`config.mk`:
```
export PLATFORM = sky130hd
export DESIGN_NAME = demux_registrado
export DESIGN_NICKNAME = d
export VERILOG_FILES = /design/src/rtl/demux_registrado.sv
export SDC_FILE = /design/constraint.sdc
export NUM_CORES = 1
export LEC_CHECK = 0
export CORE_MARGIN = 2
export CORE_UTILIZATION = 46
export CTS_CLUSTER_DIAMETER = 80
export DETAILED_ROUTE_END_ITERATION = 8
export PLACE_DENSITY = 0.81
export SYNTH_ARGS = -nofsm -noshare
export SYNTH_HDL_FRONTEND = slang
export SYNTH_SLANG_ARGS = --single-unit
export TNS_END_PERCENT = 100
```
`constraint.sdc`:
```
create_clock -name clock -period 6.1 [get_ports clock]
set_clock_uncertainty 0.2 [all_clocks]
set_input_delay 1.22 -clock clock [delete_from_list [all_inputs] [get_ports clock]]
set_output_delay 1.22 -clock clock [all_outputs]
set_load 0.005 [all_outputs]
```
`src/rtl/demux_registrado.sv`:
```
// 1-to-N valid/ready demultiplexer with a one-entry output register per channel.
// Beats whose controle has no channel are accepted, dropped, and flagged on erro.
//
// Each channel's valid bit is a 2-state flag:
//   state | meaning
//   VAZIO | saida_valida[i] = 0, channel register holds no beat
//   CHEIO | saida_valida[i] = 1, channel register holds a beat for consumer i
module demux_registrado #(
  parameter int LARGURA  = 32,
  parameter int N_SAIDAS = 4,
  parameter int SEL_W    = 2
) (
  input  logic                        clock,
  input  logic                        reset,
  input  logic [LARGURA-1:0]          entrada,
  input  logic [SEL_W-1:0]            controle,
  input  logic                        entrada_valida,
  output logic                        entrada_pronta,
  output logic [N_SAIDAS*LARGURA-1:0] saida,
  output logic [N_SAIDAS-1:0]         saida_valida,
  input  logic [N_SAIDAS-1:0]         saida_pronta,
  output logic                        erro
);

  logic [N_SAIDAS-1:0] sel_dec;
  logic [N_SAIDAS-1:0] carga;
  logic                legal;
  logic                ocupado;
  logic                disparo;

  // One-hot decode of controle; all zeros when controle names no channel.
  always_comb begin
    sel_dec = '0;
    for (int i = 0; i < N_SAIDAS; i++) begin
      if (controle == SEL_W'(i)) sel_dec[i] = 1'b1;
    end
  end

  assign legal   = |sel_dec;
  // Only the selected channel can stall the producer, and only while it is
  // full and its consumer is not draining it this cycle.
  assign ocupado = |(sel_dec & saida_valida & ~saida_pronta);

  assign entrada_pronta = !reset && !ocupado;
  assign disparo        = entrada_valida && entrada_pronta;
  assign carga          = sel_dec & {N_SAIDAS{disparo}};

  always_ff @(posedge clock or posedge reset) begin
    if (reset) begin
      saida        <= '0;
      saida_valida <= '0;
      erro         <= 1'b0;
    end else begin
      erro <= disparo && !legal;
      for (int i = 0; i < N_SAIDAS; i++) begin
        if (carga[i]) begin
          saida[i*LARGURA +: LARGURA] <= entrada;
          saida_valida[i]             <= 1'b1;
        end else if (saida_pronta[i]) begin
          saida_valida[i] <= 1'b0;
        end
      end
    end
  end

endmodule

```
After elaboration in Yosys (flattened, before gate mapping)
Index checks and enable logic that the tools add are counted.
{"block": "totals", "inputBits": 41, "rom_bits": 0, "reg_bits": 133, "latchBits": 0, "ramBits": 0, "n_memories": 0, "out_inout_bits": 134, "elab_cells": 41}
{"block": "op_classes", "n_shift": 0, "reduce_logical": 13, "muxes": 12, "div": 0, "bitwise": 4, "add_sub_neg": 0, "order_cmp": 0, "n_eq_ne": 3, "mul": 0}
{"cell": "$and 4x4->4", "count": 3}
{"cell": "$mux 1", "count": 12}
{"cell": "$reduce_bool 2->1", "count": 4}
{"cell": "$reduce_or 4->1", "count": 2}
{"cell": "$eq 2x2->1 const B", "count": 2}
{"cell": "$not 4->4", "count": 1}
{"cell": "$logic_and 1x1->1", "count": 3}
{"cell": "$logic_not 1->1", "count": 3}
{"cell": "$eq 2x1->1 const B", "count": 1}
{"cell": "$logic_not 2->1", "count": 1}

Depth between registers and ports, before layout
{"block": "depth", "ltp_word": 10, "mapped_depth": 6}

Least setup slack after synthesis
OpenSTA, ideal clock, no wires.
{"block": "synth_timing", "kind": "input port to output port", "startpoint": "input controle[1]", "endpoint": "output entrada_pronta", "n_path_buf": 1, "t_required_ns": 4.680, "stages": 4, "slack_ns": 2.617, "t_arrival_ns": 2.063, "path_cell_list": "buf_2 > or3b_2 > a21boi_0 > nor4_1"}
{"block": "synth_via", "elab_chain_cells": 7}
{"item": "start, declared", "line_no": "16", "rtl": "input logic [SEL_W-1:0] controle,"}
{"item": "$eq 2x1->1 (tied with other cells)", "line_no": "35", "rtl": "if (controle == SEL_W'(i)) sel_dec[i] = 1'b1;"}
{"item": "$mux 1", "line_no": "35"}
{"item": "$and 4x4->4 * (2 in a row)", "line_no": "42", "rtl": "assign ocupado = |(sel_dec & saida_valida & ~saida_pronta);"}
{"item": "$reduce_or 4->1 *", "line_no": "42"}
{"item": "$logic_not 1->1 *", "line_no": "44", "rtl": "assign entrada_pronta = !reset && !ocupado;"}
{"item": "$logic_and 1x1->1 *", "line_no": "44"}
{"item": "end, declared", "line_no": "18", "rtl": "output logic entrada_pronta,"}
Every way passes the cells marked *; elsewhere a longest branch is shown, timed or not.

Worst setup path after layout
Same ends and word-level chain as after synthesis.

==> impl_metrics.tcl <==
set metrics [dict create \
    status "finished, final reports clean" \
    power_mw 2.89 \
    drc 0 \
    syn_nets 341 \
    grt_pass1_vias 3503 \
    io-pin-count 175 \
    track_usage 0.216 \
    rsz0062_at_grt "false" \
    layout-drive-gt1-share 0.325 \
    hp-class "register to register" \
    drv_cap 0 \
    clock-sinks 133 \
    ys_seq_area_frac 0.641 \
    grt_overflow 0 \
    die-area_um2 12200 \
    yosysTopAreaCellShare 0.641 \
    p_per_area_nw_per_um2 381 \
    syn2layout_area_growth_pct 46.2 \
    cts_tree "built" \
    viasPerCell 5.12 \
    clk_latency_ns 0.41 \
    fin_ws_ns 1.58 \
    clk_pin_slew_ns 0.06 \
    finalCritPeriodShare 0.741 \
    n_antenna_cell 0 \
    fp.coreArea_um2 10900 \
    setup_tns_ns 0 \
    dieWidth_um 110 \
    finalCriticalPeriod_ns 4.52 \
    synth.distinct_cells 24 \
    max_freq_ghz 0.221 \
    pre_cts_slack_ns 1.59 \
    worstSetupPathType "primary input to output port" \
    synth_cells 300 \
    yosys-top-cells-area "dfrtp_1 64%, mux2_2 20%, mux2_4 8.4%, mux2_1 2.0%, buf_12 1.2%" \
    rr_worst_depth 4 \
    p_leak_nw 3.30 \
    cts_root_buffer "clkbuf_16" \
    wl_per_cell_um 19.2 \
    synth-warning-count 0 \
    ir_worst_vdd_mv 0.262 \
    grt_max_degree 54 \
    reg2reg_setup_slack_ns 3.67 \
    crit_start "controle[1]" \
    antenna_found_initial 0 \
    multiInputGateArea_um2 1720 \
    setup_viol 0 \
    hold_viol_final 0 \
    cts_max_level 4 \
    whs_endpoint "saida[100]" \
    worstSetupStartpointType "primary input" \
    numCtsBuffers 17 \
    worst_pin_slew_ns 1.07 \
    slew_violations 0 \
    numPortBuffers 174 \
    yosysTopAreaCell "dfrtp_1" \
    min_path_cells 1 \
    die_h_um 110 \
    regToRegStartpoint "saida_valida[1]" \
    netlist_area_um2 5190 \
    postCtsSetupBuffers 0 \
    layout_commonest_cell "clkdlybuf4s50_1" \
    initial_utilization 0.475 \
    hold_buffers 0 \
    place_inst 601 \
    crit_fanout 9 \
    clockBufferDepth 2 \
    drt_iter0_markers 134 \
    regArea_um2 3330 \
    fill_cells 750 \
    fp-row-count 38 \
    max-slew-margin-rel 0.283 \
    reg2reg_to "saida[52]" \
    wl_um 12100 \
    fin_cells 633 \
    finalWeightedCongestion 0.752 \
    grt_pass1_wl_um 19100 \
    synth-seq-cells 133 \
    cp.required_ns 4.68 \
    critPathCaptureType "output port" \
    mostFrequentLayoutCells "174 x clkdlybuf4s50_1, 133 x dfrtp_1, 90 x mux2_2" \
    min-delay-start "saida[100]" \
    cts_resized 0 \
    hpwl_um 8100 \
    vias 3244 \
    critPathArrivalTime_ns 3.10 \
    fin_nets 521 \
    ant_nets 0 \
    synth.avg_cell_area_um2 17.3 \
    drt_pass1_iterations 4 \
    whs_ns 0.286 \
]
worst max-delay path by stage:
stage	to	slack (ns)
6_report	entrada_pronta	1.58
5_1_grt	entrada_pronta	1.48
2_1_floorplan	erro	1.13
3_3_place_gp	entrada_pronta	1.61
3_5_place_dp	entrada_pronta	1.59
4_1_cts	entrada_pronta	1.58
routing by layer:
metal / vias up / track usage / wire, um
met2: 101 / 0.360 / 6260
met1: 1699 / 0.251 / 4770
met3: 18 / 0.0858 / 894
met4: 0 / 0.0830 / 210
li1: 1426 / - / -
met5: - / 0 / 0
cells by family (layout without fill, tap and decap cells):
logic type | Yosys count | in the layout | synth area share
multiplexers | 128 | 128 | 0.298
other | 1 | 1 | 0.000722
flip-flops | 133 | 133 | 0.641
AO/OA/AOI/OAI | 1 | 1 | 0.00145
AND/OR/NAND/NOR | 20 | 20 | 0.0313
buffers and inverters | 17 | 210 | 0.0272
area by class of cell:
cell class | instances | share of cell area
clock inverters | 9 | 0.0130
well taps | 140 | 0.0231
clock buffers | 23 | 0.0656
flip-flops and latches | 133 | 0.438
inverters | 1 | 0.000824
multi-input cells | 150 | 0.227
repair buffers | 177 | 0.232
sequential cells by signal (all words and copies together) (netlist names):
| register | count |
|---|---|
| erro | 1 |
| saida_valida | 4 |
| saida | 128 |
power by group:
part | leakage (nW) | switching (mW) | internal, mW
Clock | 0.302 | 0.355 | 0.652
Sequential | 1.60 | 0.106 | 1.07
Combinational | 1.40 | 0.201 | 0.502
worst max-delay path, stage by stage:
cell	delay, ns
clkdlybuf4s50_1	0.61
or3b_2	0.54
a21boi_0	0.17
nor4_1	0.08
clkdlybuf4s50_1	0.47
Yosys cell counts, drive strengths merged:
cell type and number:
nor3 1, nand4 1, and4bb 1, nand3 1, nand3b 2, nand4b 1
nor2b 2, mux2 128, buf 16, conb 1, a21boi 1, nor2 1
nor3b 1, dfrtp 133, or3b 1, or2 1, nand2b 3, nand2 3
nor4 1, inv 1
stage by stage:
stage / cell area, um2 / util
finish: 7590 / 0.695
global route: 7590 / 0.695
CTS: 7590 / 0.695
detailed placement: 7000 / 0.640
global placement: 7000 / 0.640
floorplan: 5190 / -
(Power assumes the default switching activity.)
